$ cat config.mk
export PLATFORM = sky130hd
export DESIGN_NAME = game_collision_ctrl
export DESIGN_NICKNAME = d
export VERILOG_FILES = /design/src/rtl/game_collision_ctrl.sv
export SDC_FILE = /design/constraint.sdc
export NUM_CORES = 1
export LEC_CHECK = 0
export ABC_AREA = 0
export CORE_MARGIN = 1
export CORE_UTILIZATION = 46
export CTS_BUF_LIST = sky130_fd_sc_hd__clkbuf_16
export DETAILED_ROUTE_END_ITERATION = 7
export GPL_TIMING_DRIVEN = 0
export PLACE_DENSITY = 0.76
export SLEW_MARGIN = 15
export SYNTH_ARGS = -nofsm -noshare
export SYNTH_HDL_FRONTEND = slang
export SYNTH_SLANG_ARGS = --single-unit
$ cat constraint.sdc
create_clock -name clk -period 8.9 [get_ports clk]
set_input_delay 1.335 -clock clk [delete_from_list [all_inputs] [get_ports clk]]
set_output_delay 1.335 -clock clk [all_outputs]
set_load 0.005 [all_outputs]
$ cat src/rtl/game_collision_ctrl.sv
// Central game-state controller: stomp/side-hit detection, lives, score, win/lose
// and the start/freeze/respawn/game-over sequence that drives the mover blocks.
module game_collision_ctrl #(
    parameter int unsigned LIVES_INIT    = 3,
    parameter int unsigned STOMP_PTS     = 10,
    parameter int unsigned FREEZE_CYCLES = 100_000_000,
    parameter int unsigned GOAL_X        = 31
) (
    input  logic       clk,
    input  logic       reset,
    input  logic       start_btn,
    input  logic [4:0] mario_x,
    input  logic [4:0] mario_y,
    input  logic       mario_falling,
    input  logic [4:0] m0_x,
    input  logic [4:0] m0_y,
    input  logic [4:0] m1_x,
    input  logic [4:0] m1_y,
    output logic [1:0] game_state,
    output logic [1:0] mashroom_alive,
    output logic [1:0] lives,
    output logic [7:0] score,
    output logic       win,
    output logic       hit_pulse
);

    localparam int unsigned POS_W   = 5;
    localparam int unsigned CNT_W   = 27;
    localparam int unsigned SCORE_W = 8;
    localparam int unsigned SUM_W   = 10;

    localparam logic [1:0] GS_END   = 2'd0;
    localparam logic [1:0] GS_ING   = 2'd1;
    localparam logic [1:0] GS_START = 2'd2;

    typedef enum logic [2:0] {
        ST_START,
        ST_PLAY,
        ST_FREEZE,
        ST_RESPAWN,
        ST_OVER
    } state_t;

    state_t               state_q, state_d;
    logic                 start_btn_q;
    logic                 start_edge;
    logic [CNT_W-1:0]     cnt_q, cnt_d;
    logic [1:0]           lives_q, lives_d;
    logic [1:0]           alive_q, alive_d;
    logic [SCORE_W-1:0]   score_q, score_d;
    logic                 win_q, win_d;
    logic                 hit_q, hit_d;
    logic [1:0]           stomp, side;
    logic [SUM_W-1:0]     score_sum;
    logic                 freeze_done;
    logic                 at_goal;
    logic [1:0]           game_state_c;

    assign start_edge  = start_btn & ~start_btn_q;
    assign freeze_done = (cnt_q == CNT_W'(FREEZE_CYCLES - 1));
    assign at_goal     = (mario_x == POS_W'(GOAL_X));

    // Collision terms; the row-31 guard keeps the 5-bit y+1 from wrapping onto row 0.
    always_comb begin
        stomp = '0;
        side  = '0;
        if (state_q == ST_PLAY) begin
            side[0]  = alive_q[0] & (mario_x == m0_x) & (mario_y == m0_y);
            side[1]  = alive_q[1] & (mario_x == m1_x) & (mario_y == m1_y);
            stomp[0] = alive_q[0] & mario_falling & (mario_x == m0_x) & (mario_y != '1)
                       & (POS_W'(mario_y + POS_W'(1)) == m0_y);
            stomp[1] = alive_q[1] & mario_falling & (mario_x == m1_x) & (mario_y != '1)
                       & (POS_W'(mario_y + POS_W'(1)) == m1_y);
        end
    end

    assign score_sum = SUM_W'(score_q)
                     + (stomp[0] ? SUM_W'(STOMP_PTS) : SUM_W'(0))
                     + (stomp[1] ? SUM_W'(STOMP_PTS) : SUM_W'(0));

    always_ff @(posedge clk) begin
        if (reset) state_q <= ST_START;
        else       state_q <= state_d;
    end

    // Side hits outrank stomps, stomps outrank reaching the goal column.
    always_comb begin
        state_d = state_q;
        case (state_q)
            ST_START:   if (start_edge) state_d = ST_PLAY;
            ST_PLAY: begin
                if (|side) begin
                    state_d = ST_FREEZE;
                end else if (|stomp) begin
                    if ((alive_q & ~stomp) == 2'b00) state_d = ST_OVER;
                end else if (at_goal) begin
                    state_d = ST_OVER;
                end
            end
            ST_FREEZE:  if (freeze_done) state_d = (lives_q == 2'd0) ? ST_OVER : ST_RESPAWN;
            ST_RESPAWN: state_d = ST_PLAY;
            ST_OVER:    if (start_edge) state_d = ST_START;
            default:    state_d = ST_START;
        endcase
    end

    always_comb begin
        case (state_q)
            ST_PLAY:             game_state_c = GS_ING;
            ST_FREEZE, ST_OVER:  game_state_c = GS_END;
            default:             game_state_c = GS_START;
        endcase
    end

    always_comb begin
        cnt_d   = cnt_q;
        lives_d = lives_q;
        alive_d = alive_q;
        score_d = score_q;
        win_d   = win_q;
        hit_d   = 1'b0;
        case (state_q)
            ST_START: begin
                if (start_edge) begin
                    lives_d = 2'(LIVES_INIT);
                    alive_d = 2'b11;
                    score_d = '0;
                    win_d   = 1'b0;
                end
            end
            ST_PLAY: begin
                if (|side) begin
                    lives_d = lives_q - 2'd1;
                    hit_d   = 1'b1;
                    cnt_d   = '0;
                end else if (|stomp) begin
                    alive_d = alive_q & ~stomp;
                    score_d = (score_sum > SUM_W'(8'hFF)) ? '1 : score_sum[SCORE_W-1:0];
                    if (alive_d == 2'b00) win_d = 1'b1;
                end else if (at_goal) begin
                    win_d = 1'b1;
                end
            end
            ST_FREEZE: cnt_d = cnt_q + CNT_W'(1);
            default: ;
        endcase
    end

    always_ff @(posedge clk) begin
        if (reset) begin
            start_btn_q <= 1'b0;
            cnt_q       <= '0;
            lives_q     <= 2'(LIVES_INIT);
            alive_q     <= 2'b11;
            score_q     <= '0;
            win_q       <= 1'b0;
            hit_q       <= 1'b0;
        end else begin
            start_btn_q <= start_btn;
            cnt_q       <= cnt_d;
            lives_q     <= lives_d;
            alive_q     <= alive_d;
            score_q     <= score_d;
            win_q       <= win_d;
            hit_q       <= hit_d;
        end
    end

    // Output stage: every visible signal lags the internal state by one clock.
    always_ff @(posedge clk) begin
        if (reset) begin
            game_state     <= GS_START;
            mashroom_alive <= 2'b11;
            lives          <= 2'(LIVES_INIT);
            score          <= '0;
            win            <= 1'b0;
            hit_pulse      <= 1'b0;
        end else begin
            game_state     <= game_state_c;
            mashroom_alive <= alive_q;
            lives          <= lives_q;
            score          <= score_q;
            win            <= win_q;
            hit_pulse      <= hit_q;
        end
    end

endmodule
==> results.py, run 1 <==
metrics = {
    "run_status": {
        "status": "finished, final reports clean",
    },
    "sta": {
        "setup_viol": 0,
        "setup_ws_ns": 4.026,
        "tightest_slew_ns": 0.8011,
        "fin_skew_ns": 0.006398,
        "fin_crit_ns": 4.874,
        "tns_ns": 0,
        "max_freq_mhz": 205.2,
        "finalCritPeriodShare_pct": 54.77,
        "slew_headroom_pct": 46.18,
        "finalHoldViolations": 0,
        "rsz0062_at_grt": "false",
        "drv_slew": 0,
    },
    "drt": {
        "drt-total-wl_mm": 7.767,
        "drt_iter0_markers": 182,
        "vias_per_cell": 5.582,
        "ant_nets": 0,
        "vias": 3087,
        "drtPass1Iterations": 5,
        "wl_per_cell_um": 14.05,
        "drc": 0,
    },
    "logic_synthesis": {
        "synthArstFlopShare_pct": 0,
        "yosysSeqAreaShare_pct": 37.65,
        "syn_inst": 392,
        "synth_fp_nets": 435,
        "syn_area_mm2": 0.003243,
        "yosysWarnings": 0,
        "syn_area_per_cell_um2": 8.273,
        "ys_seq_elements": 61,
        "synth_edf_count": 0,
        "synth_flop_cell": "dfxtp_1",
        "post_synth_num_cell_types": 62,
    },
    "place": {
        "dpl.hpwl_mm": 5.784,
        "placed_cells": 537,
        "dp_slack_ns": 3.710,
        "port_buffers": 49,
        "place_congestion": 0.8558,
    },
    "global_routing": {
        "grt_remaining_overflow": 0,
        "grt_first_pass_wirelength_mm": 13.06,
        "grt_start_max_net_pins": 11,
        "grtUsageTotal_pct": 22.65,
        "first_global_vias": 2812,
        "antenna_found_initial": 0,
    },
    "final_layout": {
        "instances_no_fill": 553,
        "area_growth_pct": 26.81,
        "n_antenna_cell": 0,
        "layout_commonest_cell": "dfxtp_1",
        "mostFrequentLayoutCells": "dfxtp_1, clkdlybuf4s50_1, nor2_1, nand2_1, nand3_1",
        "drive_gt1_share_pct": 5.908,
        "nets": 495,
    },
    "power": {
        "p_leak_nw": 1.419,
        "ir_drop_v": 0.0001368,
        "power_density_mw_per_mm2": 188.4,
    },
    "critical_path": {
        "cp_data_required_time_ns": 9.11,
        "crit_fanout": 6,
        "reg2reg_from": "state_q[0]$_SDFFE_PP0P_",
        "worstPathArrival_ns": 5.08,
        "reg2regPathDepth": 11,
        "rrSetupSlack_ns": 5.57,
        "startpoint_type": "input port",
        "timing.rr.end": "score_q[5]$_SDFFE_PP0P_",
        "critPathCaptureType": "register",
        "critPathKind": "in -> reg",
    },
    "clocking": {
        "cts_post_setup_buffers_inserted": 0,
        "cts_tree": "yes",
        "clock_latency_ns": 0.33,
        "cts_hold_buf": 0,
        "htree_levels": 3,
        "cts_root_buf": "clkbuf_16",
        "clock-sinks": 61,
        "clock_path_buffers": 2,
        "cts_buffers": 9,
        "cts_resized": 0,
        "path_clk_slew_ns": 0.05,
    },
    "worst_hold_path": {
        "hp-start": "hit_q$_SDFF_PP0_",
        "hold_class": "reg -> reg",
        "hold_end": "hit_pulse$_SDFF_PP0_",
        "hold_path_depth": 1,
    },
    "die": {
        "die_h_um": 85.97,
        "coreArea_mm2": 0.006794,
        "start_util_pct": 47.73,
        "io_pins": 50,
        "die_w_um": 85.97,
        "num_rows": 30,
        "die_area_mm2": 0.007390,
    },
    "run": {
        "drv_cap": 0,
    },
}
[per-layer routing]
metal  share of wire [%]  GRT usage [%]
met5                   0              0
met4                 1.3          8.636
met3                 6.4          5.390
met2                  46          36.44
met1                  46          29.40
[power breakdown]
group          internal, mW  switching [mW]  leakage (nW)  total, mW
sequential            0.285         0.00923         0.493      0.294
combinational        0.0709           0.109         0.795      0.180
clock                 0.183           0.118         0.131      0.301
total                 0.539           0.236          1.42      0.775
[worst max-delay path by stage]
| stage | end | cells after the start | start | slack (ns) |
|---|---|---|---|---|
| floorplan | score_q[5]$_SDFFE_PP0P_ | 13 | mario_y[0] | 4.68 |
| global placement | score_q[5]$_SDFFE_PP0P_ | 13 | mario_y[0] | 3.83 |
| detailed placement | score_q[5]$_SDFFE_PP0P_ | 13 | mario_y[0] | 3.71 |
| CTS | score_q[5]$_SDFFE_PP0P_ | 13 | mario_y[0] | 4.05 |
| global route | score_q[5]$_SDFFE_PP0P_ | 13 | mario_y[0] | 3.68 |
| finish | score_q[5]$_SDFFE_PP0P_ | 13 | mario_y[0] | 4.03 |
[through the flow]
stage	utilization (%)	hold slack (ns)	area, um^2	power [mW]
after floorplan	-	0.4138	3243	0.4129
after global placement	56.72	0.4219	3854	0.4718
after detailed placement	56.72	0.4328	3854	0.4763
after CTS	60.53	0.4448	4113	0.7778
after global routing	60.53	0.4623	4113	0.8120
final	60.53	0.4413	4113	0.7750
[state kept, by name, summed over array words and instances (netlist names)]
signal          flops
alive_q             2
cnt_q              27
game_state          2
hit_pulse           1
hit_q               1
lives               2
lives_q             2
mashroom_alive      2
score               8
score_q             8
start_btn_q         1
state_q             3
win                 1
win_q               1
[layout make-up]
type,count,area (um^2)
tap,96,120.1
clock inverter,7,33.78
fill,628,2681
multi-input combinational,303,1914
clock buffer,9,225.2
timing repair buffer,49,490.5
sequential,61,1221
buffer,14,55.05
inverter,14,52.55
[critical path, cell delays in order]
cell and delay [ns]:
clkdlybuf4s50_1 0.52, ha_1 0.30, and3_1 0.20, ha_1 0.31, xnor2_1 0.15, nand4_1 0.13, nor4_1 0.54, fa_1 0.54
ha_1 0.24, a21oi_1 0.24, nor2_1 0.19, o41ai_2 0.31, a21oi_1 0.06
[synth_stat cells, types with 4 or more instances]
cell | n | area [um^2]
nor3_1 | 12 | 60.06
nand2_1 | 36 | 135.1
nand3_1 | 24 | 120.1
xor2_1 | 11 | 96.34
nor2_1 | 45 | 168.9
o32ai_1 | 4 | 35.03
or3_1 | 4 | 25.02
ha_1 | 7 | 87.58
xnor2_1 | 18 | 157.7
o21ai_0 | 14 | 70.07
a311oi_1 | 8 | 70.07
clkbuf_1 | 11 | 41.29
nor3b_1 | 4 | 30.03
a31oi_1 | 5 | 31.28
o21a_1 | 5 | 37.54
or2_2 | 6 | 37.54
and3_1 | 4 | 25.02
nor2b_1 | 10 | 62.56
a21oi_1 | 20 | 100.1
inv_1 | 14 | 52.55
nand4_1 | 7 | 43.79
dfxtp_1 | 61 | 1221
[kinds of logic (layout without fill, tap and decap cells)]
group,after synthesis,in the layout,synth area share (%)
AO/OA/AOI/OAI,81,81,17.28
XOR/XNOR,29,29,7.832
adder cells (fa/ha/maj),9,9,3.935
buffers and inverters,28,93,3.318
flip-flops,61,61,37.65
multiplexers,5,5,1.697
AND/OR/NAND/NOR,179,179,28.28
Note: power is estimated with default switching activity, not from simulation.
==> run 2, diff against run 1 <==
--- a/config.mk
+++ b/config.mk
@@ -11,7 +11,7 @@
 export CTS_BUF_LIST = sky130_fd_sc_hd__clkbuf_16
 export DETAILED_ROUTE_END_ITERATION = 7
 export GPL_TIMING_DRIVEN = 0
-export PLACE_DENSITY = 0.76
+export PLACE_DENSITY = 0.79
 export SLEW_MARGIN = 15
 export SYNTH_ARGS = -nofsm -noshare
 export SYNTH_HDL_FRONTEND = slang
==> constraint.sdc (replaced) <==
create_clock -name clk -period 4.3 [get_ports clk]
set_input_delay 0.645 -clock clk [delete_from_list [all_inputs] [get_ports clk]]
set_output_delay 0.645 -clock clk [all_outputs]
set_load 0.005 [all_outputs]
==> results.py, run 2 (synthesis gave the netlist of run 1 again) <==
metrics = {
    "run_status": {
        "status": "finished, final reports clean",
    },
    "die": {
        "die_w_um": 85.97,
        "start_util_pct": 47.73,
        "io_pins": 50,
        "num_rows": 30,
        "die_area_mm2": 0.007390,
        "coreArea_mm2": 0.006794,
        "die_h_um": 85.97,
    },
    "place": {
        "dpl_cell_area_mm2": 0.003854,
        "place_congestion": 0.8459,
        "dpl.hpwl_mm": 5.877,
        "dp_slack_ns": -0.2127,
        "port_buffers": 49,
        "placed_cells": 537,
    },
    "final_layout": {
        "fin_area_mm2": 0.004115,
        "n_antenna_cell": 0,
        "largest_register_ffs": 27,
        "mostFrequentLayoutCells": "dfxtp_1, clkdlybuf4s50_1, nor2_1, nand2_1, nand3_1",
        "instances_no_fill": 552,
        "drive_gt1_share_pct": 5.921,
        "regMostFlops": "cnt_q",
        "layout_commonest_cell": "dfxtp_1",
        "area_growth_pct": 26.89,
        "fillers": 597,
        "nets": 495,
        "finish.utilization_pct": 60.57,
        "reg.largest.list": "cnt_q: 27 flops, score: 8 flops, score_q: 8 flops",
    },
    "sta": {
        "fin_skew_ns": 0.004252,
        "fin_crit_ns": 3.992,
        "finalHoldViolations": 0,
        "tightest_slew_ns": 0.8088,
        "setup_viol": 0,
        "slew_headroom_pct": 45.58,
        "rsz0062_at_grt": "false",
        "drv_slew": 0,
        "max_freq_mhz": 250.5,
        "finalCritPeriodShare_pct": 92.84,
        "setup_ws_ns": 0.3078,
    },
    "clocking": {
        "clock_latency_ns": 0.32,
        "path_clk_slew_ns": 0.05,
        "cts_hold_buf": 0,
        "clock-sinks": 61,
        "cts_root_buf": "clkbuf_16",
        "clock_path_buffers": 2,
        "cts_buffers": 9,
        "cts_tree": "yes",
        "htree_levels": 3,
    },
    "power": {
        "power_density_mw_per_mm2": 384.9,
        "p_leak_nw": 1.425,
        "p_total_mw": 1.584,
        "ir_drop_v": 0.0002233,
    },
    "global_routing": {
        "grt_first_pass_wirelength_mm": 13.52,
        "first_global_vias": 2985,
        "grtUsageTotal_pct": 23.07,
        "antenna_found_initial": 0,
        "grt_remaining_overflow": 0,
        "grt_start_max_net_pins": 11,
    },
    "critical_path": {
        "cp_data_required_time_ns": 4.50,
        "critPathKind": "in -> reg",
        "worstPathArrival_ns": 4.19,
        "crit_fanout": 6,
        "critPathCaptureType": "register",
        "startpoint_type": "input port",
    },
    "worst_hold_path": {
        "hold_class": "reg -> reg",
    },
    "drt": {
        "ant_nets": 0,
        "drtPass1Iterations": 4,
        "wl_per_cell_um": 14.13,
        "drt_iter0_markers": 132,
        "drt-total-wl_mm": 7.801,
        "vias_per_cell": 5.571,
        "drc": 0,
        "vias": 3075,
    },
    "run": {
        "drv_cap": 0,
    },
}
run 2: cell count changes in the layout (fill, tap and decap cells not counted), sizes merged:
| cell | before | now |
|---|---|---|
| clkinv | 5 | 3 |
| clkinvlp | 1 | 0 |
| inv | 15 | 17 |
run 2: path summary, 6_finish.rpt:
check	start	endpoint	slack [ns]	cells after the start
setup / recovery	mario_y[0]	score_q[5]$_SDFFE_PP0P_	0.31	14
hold / removal	hit_q$_SDFF_PP0_	hit_pulse$_SDFF_PP0_	0.45	1
setup reg to reg	state_q[0]$_SDFFE_PP0P_	score_q[5]$_SDFFE_PP0P_	1.15	11
hold reg to reg	hit_q$_SDFF_PP0_	hit_pulse$_SDFF_PP0_	0.45	1
run 2: per-stage QoR:
| step | TNS, ns | hold WS [ns] |
|---|---|---|
| floorplan | 0 | 0.4138 |
| global placement | -0.2208 | 0.4347 |
| detailed placement | -0.8092 | 0.4431 |
| CTS | 0 | 0.4524 |
| global route | 0 | 0.4681 |
| finish | 0 | 0.4475 |
run 2: worst max-delay path: stages:
cell	delay (ns)
clkdlybuf4s50_1	0.52
ha_1	0.31
and3_1	0.20
ha_1	0.32
xor2_1	0.16
nor3_2	0.14
nand3_1	0.13
nor3_2	0.29
fa_1	0.49
ha_1	0.24
a21oi_1	0.21
nor2_1	0.16
o41ai_2	0.31
a21oi_1	0.06
run 2: per-layer routing:
layer | track usage [%] | routed length [um]
met1 | 27.88 | 3447
met2 | 39.97 | 3807
met3 | 6.064 | 451
met4 | 7.121 | 94
met5 | 0 | 0
run 2: area by class of cell:
class | instances | area (um^2) | share of cell area [%]
multi-input combinational | 303 | 1926 | 46.79
sequential | 61 | 1221 | 29.67
timing repair buffer | 49 | 490.5 | 11.92
clock buffer | 9 | 225.2 | 5.473
tap | 96 | 120.1 | 2.919
buffer | 14 | 55.05 | 1.338
inverter | 14 | 52.55 | 1.277
clock inverter | 6 | 25.02 | 0.6081
run 2: power breakdown:
group / leakage, nW / internal [mW] / switching, mW
combinational: 0.796 / 0.147 / 0.225
sequential: 0.493 / 0.590 / 0.0167
clock: 0.136 / 0.375 / 0.232
run 2: repair_timing:
action	4_1_cts	5_1_grt
buffers inserted	0	0
endpoints found under the setup margin	0	3
resized for setup	0	2
